[config.mk]
export PLATFORM = sky130hd
export DESIGN_NAME = mem_lsu
export DESIGN_NICKNAME = d
export VERILOG_FILES = /design/src/rtl/mem_pkg.sv /design/src/rtl/mem_lane_align.sv /design/src/rtl/mem_lsu.sv
export SDC_FILE = /design/constraint.sdc
export NUM_CORES = 1
export LEC_CHECK = 0
export CAP_MARGIN = 25
export CORE_MARGIN = 8
export CORE_UTILIZATION = 40
export CTS_CLUSTER_SIZE = 30
export DETAILED_ROUTE_END_ITERATION = 6
export HOLD_SLACK_MARGIN = 0.15
export PLACE_DENSITY = 0.72
export SYNTH_ARGS = -nofsm -noshare
export SYNTH_HDL_FRONTEND = slang
export SYNTH_HIERARCHICAL = 1
export SYNTH_SLANG_ARGS = --single-unit
[constraint.sdc]
create_clock -name i_clk -period 3.59 [get_ports i_clk]
set_input_delay 0.359 -clock i_clk [delete_from_list [all_inputs] [get_ports i_clk]]
set_output_delay 0.359 -clock i_clk [all_outputs]
set_load 0.02 [all_outputs]
[src/rtl/mem_pkg.sv]
// Shared types and helpers for the CPU-side load/store path.
package mem_pkg;

    localparam int MEM_DATA_WIDTH = 32;

    typedef enum logic [1:0] {
        MEM_BYTE = 2'd0,
        MEM_HALF = 2'd1,
        MEM_WORD = 2'd2
    } mem_size_t;

    typedef enum logic [2:0] {
        IDLE    = 3'd0,
        RD_REQ  = 3'd1,
        RD_WAIT = 3'd2,
        WR      = 3'd3,
        RESP    = 3'd4
    } lsu_state_t;

    // A request is rejected when its size code is unknown or when the
    // address does not sit on a natural boundary for that size.
    function automatic logic req_is_bad(input logic [1:0] size, input logic [1:0] addr_lo);
        logic bad;
        case (size)
            MEM_BYTE: bad = 1'b0;
            MEM_HALF: bad = addr_lo[0];
            MEM_WORD: bad = (addr_lo != 2'b00);
            default:  bad = 1'b1;
        endcase
        return bad;
    endfunction

endpackage

[src/rtl/mem_lane_align.sv]
// Little-endian lane handling: extracts and extends load data, and merges
// sub-word store data into a word read back from memory.
module mem_lane_align
    import mem_pkg::*;
(
    input  logic [1:0]                size,
    input  logic                      is_unsigned,
    input  logic [1:0]                addr_lo,
    input  logic [MEM_DATA_WIDTH-1:0] mem_word,
    input  logic [MEM_DATA_WIDTH-1:0] store_data,
    output logic [MEM_DATA_WIDTH-1:0] load_data,
    output logic [MEM_DATA_WIDTH-1:0] merged_word
);

    logic [7:0]  byte_lane;
    logic [15:0] half_lane;
    logic        byte_fill;
    logic        half_fill;

    // Pick the addressed lane and widen it to 32 bits, sign or zero filled.
    always_comb begin
        byte_lane = mem_word[{addr_lo, 3'b000} +: 8];
        half_lane = mem_word[{addr_lo[1], 4'b0000} +: 16];
        byte_fill = byte_lane[7] & ~is_unsigned;
        half_fill = half_lane[15] & ~is_unsigned;
        case (size)
            MEM_BYTE: load_data = {{24{byte_fill}}, byte_lane};
            MEM_HALF: load_data = {{16{half_fill}}, half_lane};
            default:  load_data = mem_word;
        endcase
    end

    // Overwrite only the addressed lane; all other bits come from memory.
    always_comb begin
        merged_word = mem_word;
        case (size)
            MEM_BYTE: merged_word[{addr_lo, 3'b000} +: 8]    = store_data[7:0];
            MEM_HALF: merged_word[{addr_lo[1], 4'b0000} +: 16] = store_data[15:0];
            default:  merged_word = store_data;
        endcase
    end

endmodule

[src/rtl/mem_lsu.sv]
// Load/store initiator for a word-addressed ready/valid data memory.
// Sub-word stores are done as read-modify-write since the memory has
// no byte enables.
module mem_lsu
    import mem_pkg::*;
#(
    parameter int ADDR_WIDTH = 10
)
(
    input  logic                      i_clk,
    input  logic                      i_rst,
    input  logic                      i_req_valid,
    output logic                      o_req_ready,
    input  logic                      i_req_write,
    input  logic [1:0]                i_req_size,
    input  logic                      i_req_unsigned,
    input  logic [31:0]               i_req_addr,
    input  logic [31:0]               i_req_wdata,
    output logic                      o_resp_valid,
    output logic [31:0]               o_resp_rdata,
    output logic                      o_resp_err,
    output logic [ADDR_WIDTH-1:0]     o_mem_addr,
    output logic [31:0]               o_mem_data,
    output logic                      o_mem_wr_valid,
    input  logic                      i_mem_wr_ready,
    output logic                      o_mem_rd_ready,
    input  logic [31:0]               i_mem_data,
    input  logic                      i_mem_rd_valid
);

    lsu_state_t state;
    lsu_state_t state_next;

    logic                  req_write;
    logic [1:0]            req_size;
    logic                  req_unsigned;
    logic [ADDR_WIDTH+1:0] req_addr;
    logic [15:0]           req_wdata;
    logic                  req_err;
    logic [31:0]           data_q;

    logic [31:0]           load_data;
    logic [31:0]           merged_word;
    logic                  unused_addr_hi;

    // Address bits above the attached memory are deliberately dropped.
    assign unused_addr_hi = ^i_req_addr[31:ADDR_WIDTH+2];

    mem_lane_align u_align (
        .size        (req_size),
        .is_unsigned (req_unsigned),
        .addr_lo     (req_addr[1:0]),
        .mem_word    (i_mem_data),
        .store_data  ({16'h0000, req_wdata}),
        .load_data   (load_data),
        .merged_word (merged_word)
    );

    // State register.
    always_ff @(posedge i_clk) begin
        if (i_rst) begin
            state <= IDLE;
        end else begin
            state <= state_next;
        end
    end

    // Next-state and output decode; every output is forced low during reset.
    always_comb begin
        state_next     = state;
        o_req_ready    = 1'b0;
        o_mem_rd_ready = 1'b0;
        o_mem_wr_valid = 1'b0;
        o_mem_data     = '0;
        o_mem_addr     = '0;
        o_resp_valid   = 1'b0;
        o_resp_rdata   = '0;
        o_resp_err     = 1'b0;
        case (state)
            IDLE: begin
                if (i_req_valid) begin
                    if (req_is_bad(i_req_size, i_req_addr[1:0])) begin
                        state_next = RESP;
                    end else if (!i_req_write || (i_req_size != MEM_WORD)) begin
                        state_next = RD_REQ;
                    end else begin
                        state_next = WR;
                    end
                end
            end
            RD_REQ: begin
                state_next = RD_WAIT;
            end
            RD_WAIT: begin
                if (i_mem_rd_valid) begin
                    state_next = req_write ? WR : RESP;
                end
            end
            WR: begin
                if (i_mem_wr_ready) begin
                    state_next = RESP;
                end
            end
            RESP: begin
                state_next = IDLE;
            end
            default: begin
                state_next = IDLE;
            end
        endcase
        if (!i_rst) begin
            o_mem_addr = req_addr[ADDR_WIDTH+1:2];
            case (state)
                IDLE:    o_req_ready = 1'b1;
                RD_REQ:  o_mem_rd_ready = 1'b1;
                WR: begin
                    o_mem_wr_valid = 1'b1;
                    o_mem_data     = data_q;
                end
                RESP: begin
                    o_resp_valid = 1'b1;
                    o_resp_err   = req_err;
                    o_resp_rdata = (req_write || req_err) ? 32'h0000_0000 : data_q;
                end
                default: ;
            endcase
        end
    end

    // Request capture on accept, then the read word (extended for loads,
    // merged for sub-word stores) once memory returns it.
    always_ff @(posedge i_clk) begin
        if (i_rst) begin
            req_write    <= 1'b0;
            req_size     <= 2'b00;
            req_unsigned <= 1'b0;
            req_addr     <= '0;
            req_wdata    <= '0;
            req_err      <= 1'b0;
            data_q       <= '0;
        end else if ((state == IDLE) && i_req_valid) begin
            req_write    <= i_req_write;
            req_size     <= i_req_size;
            req_unsigned <= i_req_unsigned;
            req_addr     <= i_req_addr[ADDR_WIDTH+1:0];
            req_wdata    <= i_req_wdata[15:0];
            req_err      <= req_is_bad(i_req_size, i_req_addr[1:0]);
            data_q       <= i_req_wdata;
        end else if ((state == RD_WAIT) && i_mem_rd_valid) begin
            data_q <= req_write ? merged_word : load_data;
        end
    end

endmodule

## Yosys cells after proc, flatten, opt, wreduce, memory -nomap -nowiden

Index checks and enable logic that the tools add are counted.

- Bits in registers: 68
- Output and inout bits: 79
- Input bits: 105
- Word-level logic and storage cells: 74

- Reductions and logical operators: 11
- Equal/unequal tests: 11
- Bitwise operators: 3
- $add $sub $neg: 2
- Mux-type cells: 33
- Shift operators: 6

Operators by type and width:

| cell | number |
|---|---|
| $mux 32 | 8 |
| $pmux 32 s2 | 2 |
| $bwmux 32 | 2 |
| $shift 16x7->32 const A | 1 |
| $shift 8x7->32 const A | 1 |
| $shiftx 16x7->32 | 1 |
| $shiftx 32x6->16 | 1 |
| $shiftx 32x6->8 | 1 |
| $shiftx 8x7->32 | 1 |
| $mux 3 | 5 |
| $neg 5->7 | 2 |
| $mux 1 | 12 |
| $pmux 3 s4 | 1 |
| $mux 10 | 1 |
| $ne 2x2->1 const B | 4 |
| $eq 3x2->1 const B | 2 |
| $eq 2x1->1 const B | 2 |
| $logic_not 2->1 | 2 |
| $reduce_bool 2->1 | 2 |
| $eq 3x1->1 const B | 1 |
| $eq 3x3->1 const B | 1 |
| $logic_not 3->1 | 1 |
| $pmux 1 s3 | 1 |
| $reduce_and 3->1 | 1 |
| other kinds (7) | 10 |

## Longest topological paths before layout

- Depth in word-level cells: 7
- Mapped depth: 12
- Gate-level depth less buffers: 9

## By module

Netlist, hierarchy kept.

By module, submodules not included:

| module | seq. area each (um^2) | cells an instance | area each (um^2) | times used |
|---|---|---|---|---|
| mem_lsu | 1361.3 | 421 | 3538.4 | 1 |
| mem_lane_align | 0.0 | 278 | 1719.1 | 1 |

## Least setup slack after synthesis

No wires, ideal clock.

- Path kind: register to register
- Start point: register req_addr[1]
- End point: register data_q[0]
- Data required time: 3.531 ns
- Cell stages (with the launch flop): 10
- Buffers on the path: 2
- Clock period less this slack: 2.447 ns
- Path slack: 1.143 ns
- Arrival: 2.388 ns
- Setup time: 0.059 ns
- Path through: dfxtp_1 > buf_2 > inv_1 > clkbuf_1 > ha_1 > o41ai_2 > a22o_1 > mux2i_1 > o21ai_0 > a22o_1

- Cells in the longest elaborated chain, start to end: 7
- Elaborated cells on any way between the ends: 15
- Classes of those cells: add/sub: 2; shift: 6; mux: 7

RTL lines:

| what | line | text |
|---|---|---|
| start, declared | mem_lsu.sv:37 | `logic [ADDR_WIDTH+1:0] req_addr;` |
| start signal, assigned | mem_lsu.sv:145 | `req_addr <= i_req_addr[ADDR_WIDTH+1:0];` |
| $neg 5->7 (on tied branches) | mem_lane_align.sv:38, mem_lane_align.sv:37 |  |
| $shiftx 16x7->32 (tied with other cells) | mem_lane_align.sv:38 | `MEM_HALF: merged_word[{addr_lo[1], 4'b0000} +: 16] = store_data[15:0];` |
| $bwmux 32 (on tied branches) | mem_lane_align.sv:38, mem_lane_align.sv:37 |  |
| $pmux 32 s2 (*) | mem_lane_align.sv:36 | `case (size)` |
| named net merged_word[0] | mem_lsu.sv:43 | `logic [31:0] merged_word;` |
| $mux 32 (*) | mem_lsu.sv:150 | `data_q <= req_write ? merged_word : load_data;` |
| $mux 32 (*) | mem_lsu.sv:149 | `end else if ((state == RD_WAIT) && i_mem_rd_valid) begin` |
| $mux 32 (*) | mem_lsu.sv:141 | `end else if ((state == IDLE) && i_req_valid) begin` |
| end signal, assigned | mem_lsu.sv:148 | `data_q <= i_req_wdata;` |
| end signal, assigned | mem_lsu.sv:150 |  |
| end, declared | mem_lsu.sv:40 | `logic [31:0] data_q;` |

The timed path passes the listed nets; every way through them passes the cells marked *. The select of a mux whose other input is x is not followed.
A chain may end at the register's enable or synchronous reset.

## Worst setup path in the final report

- Start point: register state[2]
- End point: output o_resp_rdata[10]

- Cells in the longest elaborated chain, start to end: 3

RTL lines:

| what | line | text |
|---|---|---|
| start, declared | mem_lsu.sv:31 | `lsu_state_t state;` |
| start signal, assigned | mem_lsu.sv:64 | `state <= state_next;` |
| $eq 3x3->1 | mem_lsu.sv:113 | `case (state)` |
| $mux 32 | mem_lsu.sv:113 |  |
| $mux 32 | mem_lsu.sv:111 | `if (!i_rst) begin` |
| end, declared | mem_lsu.sv:20 | `output logic [31:0] o_resp_rdata,` |

Every way passes these cells.

==> results.ini <==
[power_and_ir_drop]
powerDensity_nw_per_um2=395
seqPwrFrac_pct=31.9
p_int_w=0.00197
p_clk_share_pct=38.1
switchingPower_w=0.000928
p_sw_share_pct=32.1
combPwrFrac_pct=30.0
p_leak_nw=2.72
ir_drop_v=0.000246

[cts]
cts_resized=0
cts_made_buffers=9
postCtsSetupBuffers=0
path_clk_slew_ns=0.06
root_buffer=clkbuf_16
cts_tree=yes
cts.path.max_buffers=2
clock_latency_ns=0.34
htree_levels=3
clock-sinks=68
postCtsHoldBufs=0

[detailed_routing]
wire_per_inst_um=18.5
top_layer=met4
antenna_left=0
vias=5744
wl_um=18900
drt_first_pass_iters=5
routed_via_density=5.63
drtIter0Drc=609
wl_met1_um=8370
route.met3.wl_um=1550
post-route-drc-count=0
wl_met2_um=8660

[grt]
antenna_found_initial=0
grt_pass1_wl_um=28300
grt_max_degree=55
overflow=0
first_global_vias=5180
groute.usage.overall_pct=21.2

[critical_path]
cp-start-kind=flip-flop
path_max_fanout=32
path_delay_family=buffers and inverters
path_cells=nor4b_4, nor3b_4, buf_4, and2_2, clkdlybuf4s50_1
worstPathArrival_ns=2.50
r2r-end=data_q[7]
slowest_delay_ns=0.61
r2r_setup_slack_ns=0.83
critPathSlowestCell=clkdlybuf4s50_1
required_ns=3.23
reg2regPathDepth=7
r2r-start=req_addr[1]
path_buf_inv=2
critPathKind=reg -> out
cp-end-kind=output port

[sta]
rsz0062_at_grt=no
fin_crit_ns=2.86
fin_setup_tns_ns=0
max_freq_mhz=350
timing.final.crit_share_pct=79.6
hold_viol=0
fin_skew_ns=0.00783
worst-slew-pin-transition_ns=0.955
slew_violations=0
fin_hold_ws_ns=0.448
max_slew_margin_pct=35.6
setup_viol=0

[layout]
num-fill-cells=1270
area_delta_synth_final_pct=39.5
nets=951
antenna_cells=0
layout-drive-gt1-share_pct=11.0
fin_util_pct=56.3

[synthesis]
synth_cell_types=52
synth_area_per_cell_um2=7.52
synthArstFlopShare_pct=0
synth_edf_count=0
yosys.area.top_type=dfxtp_1
ys_seq_area_share_pct=25.9
syn_inst=699
yosys_warnings=6
ys_ff_latch=68
synth_area_leaders=dfxtp_1 (26%), nand2_1 (11%), a22o_1 (8.3%)
ys.flop_type=dfxtp_1
syn_area_um2=5260
synth_top_area_share_pct=25.9

[hold_path]
hold_depth=2
worst_hold_startpoint=req_addr[10]
holdPathEnd=req_addr[10]
worstHoldPathType=reg -> reg

[floorplanning]
core_um2=13000
fp-row-count=42
io_pins=184
die_h_um=131
dieArea_um2=17100
die_x_um=131
start_util_pct=40.3

[placement]
dpl.hpwl_um=14000
io_buffers=163
place_congestion=0.947

[status]
status=complete, no violations

[flow_run]
cap_viol_max_count=0

==> layer usage <==
metal	track usage, %	up-vias
met4	5.81	0
met1	28.8	2719
li1	-	2750
met3	3.86	24
met2	33.8	251
met5	0	-
==> worst min-delay path, stage by stage (launching register included) <==
cell and delay [ns]:
dfxtp_1 0.30, nand2_1 0.05, a21oi_1 0.05
==> cell type report <==
type                            count  area, um2  share of cell area, %
Tap cell                          176        220                   3.00
Clock buffer                        9        225                   3.07
Timing Repair Buffer              177       1730                   23.6
Sequential cell                    68       1360                   18.6
Inverter                           13       48.8                  0.665
Clock inverter                      6        138                   1.88
Multi-Input combinational cell    572       3610                   49.2
==> cells in the mapped netlist (all sizes together) (2+ instances only) <==
master / n
a21oi: 71
a221o: 16
a222oi: 8
a22o: 50
a22oi: 8
a2bb2oi: 5
and2: 66
buf: 28
clkbuf: 33
dfxtp: 68
ha: 5
inv: 13
mux2: 9
mux2i: 37
nand2: 153
nand2b: 9
nor2: 12
nor2b: 15
nor3: 3
nor3b: 9
nor4: 2
nor4b: 2
o21ai: 57
o22ai: 2
o32ai: 2
or2: 3
==> cell families (layout without fill, tap and decap cells) <==
family	count (synthesis)	count (layout)	synth area share, %
fa+ha+maj	5	5	1.19
other cells	1	16	0.0713
compound gates	226	226	29.6
simple gates	279	279	27.7
buf+inv	74	205	6.62
mux	46	46	8.97
flops	68	68	25.9
==> sequential cells by signal, summed over array words and instances, names as in the netlist <==
register / cells
req_wdata: 16
req_size: 2
req_addr: 12
req_write: 1
req_err: 1
state: 3
req_unsigned: 1
data_q: 32
==> metrics by stage <==
stage	setup WS [ns]	cells	power, W	cell area (um2)
floorplan	1.14	714	0.00149	5310
global placement	0.936	1006	0.00177	6970
detailed placement	0.911	1006	0.00179	6970
CTS	0.729	1021	0.00289	7330
global route	0.608	1021	0.00303	7330
finish	0.731	1021	0.00289	7330
==> power by group through the flow <==
| stage | registers (W) | logic (W) | clock network, W |
|---|---|---|---|
| 2_1_floorplan | 0.000893 | 0.000594 | 0 |
| 5_1_grt | 0.000937 | 0.000937 | 0.00116 |
| 6_report | 0.000924 | 0.000868 | 0.00110 |
| 3_3_place_gp | 0.000934 | 0.000835 | 0 |
| 4_1_cts | 0.000922 | 0.000856 | 0.00111 |
| 3_5_place_dp | 0.000938 | 0.000852 | 0 |
==> cell usage in the layout (no fill, tap or decap), drive strengths merged, types with 8 or more instances in the layout <==
cell	netlist	final
a21oi	71	71
a221o	16	16
a222oi	8	8
a22o	50	50
a22oi	8	8
and2	66	66
buf	28	15
clkbuf	33	9
clkdlybuf4s50	0	162
conb	1	16
dfxtp	68	68
inv	13	13
mux2	9	9
mux2i	37	37
nand2	153	153
nand2b	9	9
nor2	12	12
nor2b	15	15
nor3b	9	9
o21ai	57	57
==> how the worst max path moves through the flow <==
stage               cells after the start               end  slack [ns]        start
floorplan                               9         data_q[0]        1.14  req_addr[1]
global placement                        7         data_q[7]        0.94  req_addr[1]
detailed placement                      7         data_q[7]        0.91  req_addr[1]
CTS                                     5   o_resp_rdata[4]        0.73     state[2]
global route                            5  o_resp_rdata[10]        0.61     state[2]
finish                                  5  o_resp_rdata[10]        0.73     state[2]
(Power assumes the default switching activity.)
